**src/rtl/imm_decode_stage.sv**
```systemverilog
// ID-stage immediate generator: decodes the MIPS opcode into an extension
// mode and registers the immediate behind a 2-entry output/skid buffer.
package imm_decode_pkg;

    typedef enum logic [2:0] {
        MODE_NONE   = 3'd0,
        MODE_ZERO   = 3'd1,
        MODE_SIGN   = 3'd2,
        MODE_LUI    = 3'd3,
        MODE_BRANCH = 3'd4,
        MODE_JUMP   = 3'd5
    } imm_mode_e;

    typedef struct packed {
        logic [31:0] imm;
        imm_mode_e   mode;
        logic        illegal;
    } imm_res_t;

    localparam imm_res_t RES_RESET = '{
        imm:     32'h0,
        mode:    MODE_NONE,
        illegal: 1'b0
    };

endpackage

module imm_decode_stage
    import imm_decode_pkg::*;
#(
    parameter int unsigned BR_SHIFT    = 2,
    parameter logic [31:0] ILLEGAL_IMM = 32'h0
) (
    input  logic        clk,
    input  logic        rst_n,
    input  logic        flush,
    input  logic        in_valid,
    output logic        in_ready,
    input  logic [31:0] in_instr,
    output logic        out_valid,
    input  logic        out_ready,
    output logic [31:0] out_imm,
    output logic [2:0]  out_mode,
    output logic        out_illegal
);

    logic [5:0]  opcode;
    logic [15:0] imm16;
    logic [31:0] sext;

    logic is_zero;
    logic is_sign;
    logic is_lui;
    logic is_br;
    logic is_jmp;
    logic is_rtype;

    imm_res_t dec;

    assign opcode = in_instr[31:26];
    assign imm16  = in_instr[15:0];
    assign sext   = {{16{imm16[15]}}, imm16};

    always_comb begin
        is_zero  = opcode inside {6'h0C, 6'h0D, 6'h0E};
        is_sign  = opcode inside {[6'h08:6'h0B], 6'h20,
                                  6'h23, 6'h24, 6'h28, 6'h2B};
        is_lui   = (opcode == 6'h0F);
        is_br    = opcode inside {6'h01, [6'h04:6'h07]};
        is_jmp   = opcode inside {6'h02, 6'h03};
        is_rtype = (opcode == 6'h00);
    end

    // Anything outside the table falls through to the illegal default.
    always_comb begin
        dec = '{imm: ILLEGAL_IMM, mode: MODE_NONE, illegal: 1'b1};
        unique case (1'b1)
            is_zero: begin
                dec = '{imm: {16'h0, imm16},
                        mode: MODE_ZERO, illegal: 1'b0};
            end
            is_sign: begin
                dec = '{imm: sext,
                        mode: MODE_SIGN, illegal: 1'b0};
            end
            is_lui: begin
                dec = '{imm: {imm16, 16'h0},
                        mode: MODE_LUI, illegal: 1'b0};
            end
            is_br: begin
                dec = '{imm: sext << BR_SHIFT,
                        mode: MODE_BRANCH, illegal: 1'b0};
            end
            is_jmp: begin
                dec = '{imm: {4'h0, in_instr[25:0], 2'b00},
                        mode: MODE_JUMP, illegal: 1'b0};
            end
            is_rtype: begin
                dec = RES_RESET;
            end
            default: ;
        endcase
    end

    imm_res_t out_q;
    imm_res_t out_d;
    imm_res_t skid_q;
    imm_res_t skid_d;
    logic     out_valid_q;
    logic     out_valid_d;
    logic     skid_valid_q;
    logic     skid_valid_d;

    logic accept;
    logic out_xfer;

    // A flushed cycle never counts as an input transfer.
    assign accept   = in_valid & ~skid_valid_q & ~flush;
    assign out_xfer = out_valid_q & out_ready;

    always_comb begin
        out_d        = out_q;
        skid_d       = skid_q;
        out_valid_d  = out_valid_q;
        skid_valid_d = skid_valid_q;
        priority case (1'b1)
            flush: begin
                out_valid_d  = 1'b0;
                skid_valid_d = 1'b0;
            end
            skid_valid_q: begin
                if (out_xfer) begin
                    out_d        = skid_q;
                    skid_valid_d = 1'b0;
                end
            end
            accept: begin
                if (!out_valid_q || out_ready) begin
                    out_d       = dec;
                    out_valid_d = 1'b1;
                end else begin
                    skid_d       = dec;
                    skid_valid_d = 1'b1;
                end
            end
            out_xfer: begin
                out_valid_d = 1'b0;
            end
            default: ;
        endcase
    end

    always_ff @(posedge clk or negedge rst_n) begin
        if (!rst_n) begin
            out_q        <= RES_RESET;
            skid_q       <= RES_RESET;
            out_valid_q  <= 1'b0;
            skid_valid_q <= 1'b0;
        end else begin
            out_q        <= out_d;
            skid_q       <= skid_d;
            out_valid_q  <= out_valid_d;
            skid_valid_q <= skid_valid_d;
        end
    end

    assign in_ready    = ~skid_valid_q;
    assign out_valid   = out_valid_q;
    assign out_imm     = out_q.imm;
    assign out_mode    = out_q.mode;
    assign out_illegal = out_q.illegal;

endmodule

```
**config.mk**
```make
export PLATFORM = sky130hd
export DESIGN_NAME = imm_decode_stage
export DESIGN_NICKNAME = d
export VERILOG_FILES = /design/src/rtl/imm_decode_stage.sv
export SDC_FILE = /design/constraint.sdc
export NUM_CORES = 1
export LEC_CHECK = 0
export ABC_AREA = 1
export CAP_MARGIN = 40
export CORE_ASPECT_RATIO = 1.1
export CORE_MARGIN = 2
export CORE_UTILIZATION = 35
export CTS_CLUSTER_SIZE = 10
export DETAILED_ROUTE_END_ITERATION = 10
export HOLD_SLACK_MARGIN = 0.08
export PLACE_DENSITY = 0.63
export SLEW_MARGIN = 10
export SYNTH_ARGS = -nofsm -noshare
export SYNTH_HDL_FRONTEND = slang
export SYNTH_SLANG_ARGS = --single-unit
```
**constraint.sdc**
```tcl
create_clock -name clk -period 3 [get_ports clk]
set_clock_uncertainty 0.05 [all_clocks]
set_input_delay 0.3 -clock clk [delete_from_list [all_inputs] [get_ports clk]]
set_output_delay 0.3 -clock clk [all_outputs]
set_load 0.01 [all_outputs]
```
==> results.sh, run 1 <==
export IMPL_p_seq_frac=0.412
export IMPL_swShare=0.2740
export IMPL_drt_wirelength_per_cell_um=14.03
export IMPL_maxCapViolCount=0
export IMPL_yosysUniqueCellTypes=31
export IMPL_grt_overflow=0
export IMPL_numCtsBuffers=9
export IMPL_crit_chain="clkdlybuf4s50_1 -> inv_1 -> nand2_1 -> o21a_1 -> nand2_2 -> clkinv_1 -> nand3_1 -> nand2_1"
export IMPL_final_setup_worst_slack_ns=0.9367
export IMPL_p_int_w=0.002275
export IMPL_post_route_min_period_ns=2.063
export IMPL_dp_cells=752
export IMPL_die_y_um=116.8
export IMPL_clock_fmax_mhz=484.7
export IMPL_drv_slew=0
export IMPL_crit_top_cell="nand2_1"
export IMPL_diodes=0
export IMPL_worstPathMaxFanout=24
export IMPL_ys_seq_area_frac=0.4572
export IMPL_gp_congestion=0.8171
export IMPL_drc=0
export IMPL_slew_headroom=0.6195
export IMPL_cts_tree="done"
export IMPL_path_clk_slew_ns=0.06
export IMPL_die_w_um=106.6
export IMPL_dr_total_vias=3782
export IMPL_clk_latency_ns=0.34
export IMPL_cp_arrival_ns=2.24
export IMPL_p_sw_w=0.0008585
export IMPL_post_cts_buffers=0
export IMPL_track_usage=0.1833
export IMPL_clock_path_buffers=2
export IMPL_critPathMaxStageDelay_ns=0.49
export IMPL_vias_per_cell=4.918
export IMPL_status="complete, no violations"
export IMPL_hold_path_class="primary input to async pin"
export IMPL_std_cell_rows=41
export IMPL_port_buffers=74
export IMPL_pwr_density_cell_nw_per_um2=600.4
export IMPL_timing_critical_path_buf_inv=3
export IMPL_start_util=0.3556
export IMPL_nFillCells=1165
export IMPL_cp_slowest_cell="clkinv_1"
export IMPL_yosysWarnings=0
export IMPL_required_ns=3.18
export IMPL_combPwrFrac=0.203
export IMPL_grt_pass1_vias=3584
export IMPL_ctsRootBufferMaster="clkbuf_16"
export IMPL_htreeDepth=3
export IMPL_ys_ff_latch=74
export IMPL_layout_area_overhead_vs_synth_pct=28.85
export IMPL_postSynthCellCount=549
export IMPL_drt_iter0_markers=339
export IMPL_wirelength_um=10790
export IMPL_antenna_found_initial=0
export IMPL_rsz0062_at_grt="no"
export IMPL_p_leak_nw=2.774
export IMPL_drive_gt1_frac=0.09532
export IMPL_core_area_um2=11390
export IMPL_syn_nets=586
export IMPL_ios=75
export IMPL_pwr_share_clk=0.385
export IMPL_holdBufCountCts=1
export IMPL_setup_violations=0
export IMPL_critPathKind="primary input to register"
export IMPL_min_period_over_period=0.6878
export IMPL_place_hpwl_um=7604
export IMPL_grt_max_degree=55
export IMPL_start_kind="primary input"
export IMPL_worstMarginPinSlew_ns=0.5707
export IMPL_endpoint_kind="register"
export IMPL_timing_setup_tns_ns=0
export IMPL_peakVddDrop_mv=0.2150
export IMPL_cts_sinks=74
export IMPL_hold_viol_final=0
export IMPL_die_area_um2=12450
export IMPL_crit_family="buffers and inverters"
export IMPL_cts_resized=0
export IMPL_dp_slack_ns=0.5806
export IMPL_whs_ns=0.3981
export IMPL_dr_pass1_iters=5
export IMPL_postRouteAntennaNets=0
export IMPL_grt_first_pass_wirelength_um=17820
export IMPL_stdcell_count=769
export IMPL_syn_area_per_cell_um2=7.377
export IMPL_syn_area_um2=4050
export IMPL_nets=651
power groups by stage:
| stage | sequential, W | combinational [W] | clock [W] |
|---|---|---|---|
| floorplan | 0.00132 | 0.000307 | 0 |
| global placement | 0.00130 | 0.000623 | 0 |
| detailed placement | 0.00131 | 0.000641 | 0 |
| CTS | 0.00129 | 0.000645 | 0.00123 |
| global route | 0.00131 | 0.000715 | 0.00126 |
| finish | 0.00129 | 0.000637 | 0.00121 |
state kept, by name (all words and copies together), names as in the netlist:
register and cells:
out_imm 32, out_valid 1, skid_valid_q 1, skid_q 36, out_mode 3, out_illegal 1
cells in the mapped netlist:
cell type | n | area, µm²
buf_4 | 6 | 45.04
o21bai_1 | 1 | 7.510
buf_2 | 8 | 40.04
a31oi_2 | 1 | 12.51
a21oi_1 | 26 | 130.1
nor2_4 | 2 | 22.52
a21oi_2 | 1 | 8.760
nand2_2 | 4 | 25.02
nand3_2 | 8 | 80.08
inv_1 | 46 | 172.7
clkbuf_1 | 6 | 22.52
buf_8 | 2 | 30.03
inv_2 | 5 | 18.77
dfrtp_1 | 74 | 1852
nor3_1 | 6 | 30.03
nor2_8 | 1 | 20.02
a31oi_1 | 15 | 93.84
clkinv_1 | 1 | 3.750
nor3_2 | 5 | 50.05
nand2_1 | 184 | 690.7
nand3_1 | 30 | 150.1
nor2_1 | 76 | 285.3
o21a_1 | 1 | 7.510
nand2_4 | 3 | 33.78
nand3b_1 | 1 | 7.510
buf_1 | 3 | 11.26
nand4_1 | 6 | 37.54
buf_6 | 3 | 33.78
o21ai_1 | 3 | 15.01
o21ai_0 | 15 | 75.07
or2_2 | 6 | 37.54
metal layers:
metal / track usage / vias to the layer above / share of wire
met3: 0.03544 / 15 / 0.056
met2: 0.2926 / 122 / 0.47
met1: 0.2397 / 1785 / 0.45
met5: 0 / - / 0
li1: - / 1860 / -
met4: 0.09264 / 0 / 0.023
logic make-up (layout without fill, tap and decap cells):
kind of cell           count (synthesis)  count (layout)  synth area share
AOI/OAI and AO/OA                     63              63           0.08650
and+or+nand+nor                      332             332            0.3630
DFF                                   74              74            0.4572
buffers and inverters                 80             150           0.09330
final timing paths:
path | from | end | slack (ns) | cells after the start
max | out_ready | out_imm[31] | 0.94 | 8
min | rst_n | out_valid | 0.40 | 2
max reg2reg | out_valid | out_imm[31] | 0.95 | 6
min reg2reg | out_imm[5] | out_imm[5] | 0.43 | 2
max in group asynchronous | rst_n | out_imm[24] | 1.94 | 3
min in group clk | out_imm[5] | out_imm[5] | 0.43 | 2
through the flow:
step,instance area (µm²),power [W],util
finish,5219,0.003134,0.4583
CTS,5219,0.003164,0.4583
detailed placement,4878,0.001949,0.4284
global placement,4851,0.001924,0.4260
floorplan,4050,0.001626,-
global route,5219,0.003291,0.4583
area by class of cell:
type	instances	area [µm²]	share of cell area
Timing Repair Buffer	82	833.3	0.1597
Sequential cell	74	1852	0.3548
Inverter	52	195.2	0.03740
Clock inverter	4	73.82	0.01415
Tap cell	150	187.7	0.03596
Multi-Input combinational cell	395	1821	0.3488
Clock buffer	12	256.5	0.04915
placed cells by master, fill, tap and decap left out, types with 2 or more instances in the layout:
master | synthesis | final
a21oi_1 | 26 | 26
or2_2 | 6 | 6
nand2_4 | 3 | 3
nand2_1 | 184 | 184
inv_1 | 46 | 46
clkdlybuf4s50_1 | 0 | 73
o21ai_1 | 3 | 3
nor3_2 | 5 | 5
o21ai_0 | 15 | 15
nor3_1 | 6 | 6
nor2_1 | 76 | 76
inv_2 | 5 | 5
nand4_1 | 6 | 6
nand2_2 | 4 | 4
a31oi_1 | 15 | 15
nor2_4 | 2 | 2
clkbuf_16 | 0 | 9
dfrtp_1 | 74 | 74
buf_4 | 6 | 6
bufinv_16 | 0 | 2
nand3_1 | 30 | 30
nand3_2 | 8 | 8
clkbuf_8 | 0 | 2
No activity file was read; power rests on OpenSTA's default activity.
==> run 2: changes to the inputs <==
- clock period: 3 -> 2 ns (I/O delays scaled with it)
==> run 2 against run 1 <==
Net effect:
- register-to-register slack got worse by 0.64 ns
- critical path depth fell by 6
- worst setup slack got worse by 0.71 ns
- largest power group unchanged
- global-route usage rose by 0.56 points
- critical path type is now register to output port
- sequential power rose by 50%
- routed wire length rose by 2.9%
- via count fell by 0.40%
==> results.sh, run 2 (synthesis results as in run 1) <==
export IMPL_crit_chain="inv_1 -> clkdlybuf4s50_1"
export IMPL_status="complete, no violations"
export IMPL_placed_area_um2=5001
export IMPL_cts_tree="done"
export IMPL_core_area_um2=11390
export IMPL_pwr_share_clk=0.398
export IMPL_wirelength_um=11100
export IMPL_die_w_um=106.6
export IMPL_swShare=0.2635
export IMPL_layout_area_overhead_vs_synth_pct=32.44
export IMPL_peakVddDrop_mv=0.3195
export IMPL_cts_resized=0
export IMPL_grtUsageMet2=0.3108
export IMPL_nets=660
export IMPL_drc=0
export IMPL_required_ns=1.75
export IMPL_track_usage=0.1889
export IMPL_start_kind="register"
export IMPL_mostFrequentLayoutCells="nand2_1 (184), nor2_1 (76), dfrtp_1 (74)"
export IMPL_htreeDepth=3
export IMPL_timing_setup_tns_ns=0
export IMPL_pwr_density_cell_nw_per_um2=898.3
export IMPL_place_hpwl_um=7789
export IMPL_postRouteAntennaNets=0
export IMPL_min_period_over_period=0.8852
export IMPL_timing_critical_path_buf_inv=2
export IMPL_dr_pass1_iters=5
export IMPL_diodes=0
export IMPL_drv_slew=0
export IMPL_rsz0062_at_grt="no"
export IMPL_crit_family="buffers and inverters"
export IMPL_cp_arrival_ns=1.52
export IMPL_final_util=0.4710
export IMPL_hold_viol_final=0
export IMPL_stdcell_count=778
export IMPL_post_route_min_period_ns=1.770
export IMPL_drt_wirelength_per_cell_um=14.27
export IMPL_grt_max_degree=55
export IMPL_final_common_cell="nand2_1"
export IMPL_ctsRootBufferMaster="clkbuf_16"
export IMPL_p_leak_nw=2.844
export IMPL_grt_pass1_vias=3760
export IMPL_worstPathMaxFanout=5
export IMPL_numCtsBuffers=9
export IMPL_slew_headroom=0.6989
export IMPL_largest_reg_flops=36
export IMPL_grt_overflow=0
export IMPL_worstMarginPinSlew_ns=0.4517
export IMPL_dp_cells=761
export IMPL_clock_path_buffers=2
export IMPL_p_sw_w=0.001270
export IMPL_critPathKind="register to output port"
export IMPL_busiest_layer="met2"
export IMPL_regMostFlops="skid_q"
export IMPL_clock_fmax_mhz=564.8
export IMPL_ios=75
export IMPL_cp_slowest_cell="clkdlybuf4s50_1"
export IMPL_whs_ns=0.2993
export IMPL_final_area_um2=5364
export IMPL_use_met3=0.04430
export IMPL_maxCapViolCount=0
export IMPL_vias_per_cell=4.842
export IMPL_antenna_found_initial=0
export IMPL_die_area_um2=12450
export IMPL_dr_total_vias=3767
export IMPL_path_clk_slew_ns=0.06
export IMPL_drt_iter0_markers=195
export IMPL_drive_gt1_frac=0.1099
export IMPL_start_util=0.3556
export IMPL_gp_congestion=0.8642
export IMPL_grt_first_pass_wirelength_um=18370
export IMPL_port_buffers=74
export IMPL_setup_violations=0
export IMPL_clk_latency_ns=0.34
export IMPL_p_seq_frac=0.400
export IMPL_hold_path_class="primary input to async pin"
export IMPL_std_cell_rows=41
export IMPL_critPathMaxStageDelay_ns=0.58
export IMPL_p_int_w=0.003549
export IMPL_endpoint_kind="output port"
export IMPL_combPwrFrac=0.203
export IMPL_cts_sinks=74
export IMPL_die_y_um=116.8
export IMPL_grt_use_met1=0.2428
==> run 2: cell types whose count changed in the layout (fill, tap and decap cells not counted), sizes merged <==
| cell | change |
|---|---|
| buf | +9 |
| bufinv | +1 |
| clkbuf | -1 |
==> run 2: layout make-up <==
class / instances / area [µm²]
Sequential cell: 74 / 1852
Multi-Input combinational cell: 395 / 1821
Clock buffer: 11 / 252.7
Clock inverter: 5 / 100.1
Tap cell: 150 / 187.7
Inverter: 52 / 195.2
Fill cell: 1165 / 6025
Timing Repair Buffer: 91 / 955.9
==> run 2: power by group through the flow <==
stage          clock network, W  registers [W]  logic, W
2_1_floorplan                 0        0.00198  0.000461
3_3_place_gp                  0        0.00194  0.000962
3_5_place_dp                  0        0.00195  0.000983
4_1_cts                 0.00195        0.00193  0.000990
5_1_grt                 0.00201        0.00196   0.00110
6_report                0.00192        0.00193  0.000977
==> run 2: final timing paths <==
kind | start | end | slack [ns] | depth (start not counted)
max in group asynchronous | rst_n | out_imm[15] | 1.00 | 3
worst max-delay path | skid_valid_q | in_ready | 0.23 | 2
worst min register to register | out_imm[6] | out_imm[6] | 0.43 | 2
worst min-delay path | rst_n | out_valid | 0.30 | 2
min in group clk | out_imm[6] | out_imm[6] | 0.43 | 2
worst max register to register | skid_valid_q | out_imm[14] | 0.31 | 6
==> run 2: layer usage <==
metal,vias up,routed length (µm),share of wire
li1,1888,-,-
met1,1763,4868,0.44
met2,104,5380,0.48
met3,12,695,0.063
met4,0,160,0.014
met5,-,0,0
==> run 2: through the flow <==
stage          setup WS (ns)  power, W
2_1_floorplan         0.5682  0.002438
3_3_place_gp         0.09270  0.002907
3_5_place_dp         0.05775  0.002937
4_1_cts               0.2150  0.004871
5_1_grt               0.1753  0.005069
6_report              0.2296  0.004819
==> run 2: timing repair <==
item / 4_1_cts / 5_1_grt
setup buffers: 0 / 0
hold buffers: 1 / 0
endpoints found under the hold margin: 30 / 0
==> variant: new RTL, config.mk and constraints of run 2 <==
Make the reset (`rst_n`) synchronous in one clocked block.
--- a/src/rtl/imm_decode_stage.sv
+++ b/src/rtl/imm_decode_stage.sv
@@ -152,3 +152,3 @@
 
-    always_ff @(posedge clk or negedge rst_n) begin
+    always_ff @(posedge clk) begin
         if (!rst_n) begin
Function: differs if rst_n is asserted again (counterexample within 4 cycles, from zero or initial values and one cycle with rst_n low); with rst_n held inactive, the same outputs for 10 cycles.
==> variant against run 2 <==
  * Worst setup slack got worse by 56 ps
  * Global-route usage increased by 1.1 points
  * Synthesized area shrank 7.9%
  * Sequential cell count unchanged
  * Final cell count rose by 0.13%
  * Via count is 2.0% higher
  * Non-clock buffer count decreased by 2
  * Final area decreased by 9.3%
  * Wire length fell by 0.47%
Power is not compared: it rests on default switching activity, and its combinational part moved more than twofold at a synthesized area within 25%.
==> variant: results <==
export IMPL_power_leakage_nw=2.36
export IMPL_grt_pass1_wl_um=18100
export IMPL_ctsResizeCount=0
export IMPL_grt_max_degree=44
export IMPL_worst_slew_pin_slew_ps=635
export IMPL_largest_register_ffs=36
export IMPL_io_buffers=74
export IMPL_status="finished, final reports clean"
export IMPL_gp_congestion=0.857
export IMPL_synthTopCellsByCount="113 x nand2_1, 94 x nor2_1, 74 x dfxtp_1"
export IMPL_placed_cells=763
export IMPL_antenna_left=0
export IMPL_root_buffer="clkbuf_16"
export IMPL_cts_buffers=9
export IMPL_placed_area_um2=4590
export IMPL_crit_fanout=14
export IMPL_synth_area_leaders="dfxtp_1 40%, nand2_1 11%, a21oi_1 9.5%"
export IMPL_grt_util_all_layers_pct=20.0
export IMPL_synth_cell_types=27
export IMPL_ys_flop_type="dfxtp_1"
export IMPL_viasPerCell=4.93
export IMPL_hp_class="flop to flop"
export IMPL_drive_above_1_share_pct=8.96
export IMPL_dpl_hpwl_um=7250
export IMPL_synth_fp_nets=602
export IMPL_vdd_drop_max_mv=0.454
export IMPL_swShare_pct=26.3
export IMPL_detailedRoute_firstIterationViolations=241
export IMPL_first_pass_iters=5
export IMPL_grt_pass1_vias=3672
export IMPL_syn_inst=565
export IMPL_ys_async_sr_fraction_pct=0
export IMPL_pre_cts_ws_ps=10.2
export IMPL_wl_per_cell_um=14.2
export IMPL_vias=3841
export IMPL_nets=668
export IMPL_fillers=1077
export IMPL_ys_seq_area_share_pct=39.7
## variant: cell count changes after synthesis, moves of 9 or more
cell     change
dfrtp_1     -74
dfxtp_1     +74
nand2_1     -71
a21oi_1     +45
o21ai_0     +31
o21ai_1     +24
nor2_1      +18
a31oi_1     -13
nand3_1      -9
## variant: power groups by stage
stage / sequential (W) / clock [W] / combinational (W)
detailed placement: 0.00157 / 0 / 0.000453
global route: 0.00155 / 0.00157 / 0.000503
floorplan: 0.00159 / 0 / 0.000208
global placement: 0.00157 / 0 / 0.000448
finish: 0.00154 / 0.00149 / 0.000455
CTS: 0.00154 / 0.00150 / 0.000456
## variant: critical path, stage by stage (launching register included)
cell             delay (ps)
dfxtp_1                 430
buf_4                   280
inv_2                    50
clkdlybuf4s50_1         480
## variant: logic make-up after synthesis
family          after synthesis  share of synthesized area, %
simple gates                247                          28.1
buf+inv                      91                          11.0
flops                        74                          39.7
compound gates              153                          21.2
## variant: final timing paths
check | from | end | slack [ps] | cells after the start
setup / recovery | skid_valid_q | in_ready | 170 | 3
hold reg to reg | out_imm[21] | out_imm[21] | 490 | 2
setup reg to reg | out_valid | out_imm[20] | 370 | 7
hold / removal | out_imm[21] | out_imm[21] | 490 | 2
## variant: layer usage
metal,global-route usage [%],vias up,share of wire (%)
li1,-,1940,-
met3,2.99,20,5.9
met2,31.1,139,46
met4,8.89,0,2.3
met5,0,-,0
met1,27.3,1742,46
## variant: per-stage QoR
step                total power, W  util, %
detailed placement         0.00203     44.2
finish                     0.00348     46.8
global placement           0.00202     44.2
floorplan                  0.00180        -
CTS                        0.00350     46.8
global route               0.00362     46.8
## variant: cell type report
type | instances | share of cell area (%)
flip-flops and latches | 74 | 30.5
repair buffers | 89 | 18.1
multi-input cells | 400 | 37.8
well taps | 143 | 3.68
clock buffers | 10 | 4.71
clock inverters | 6 | 0.900
inverters | 57 | 4.40
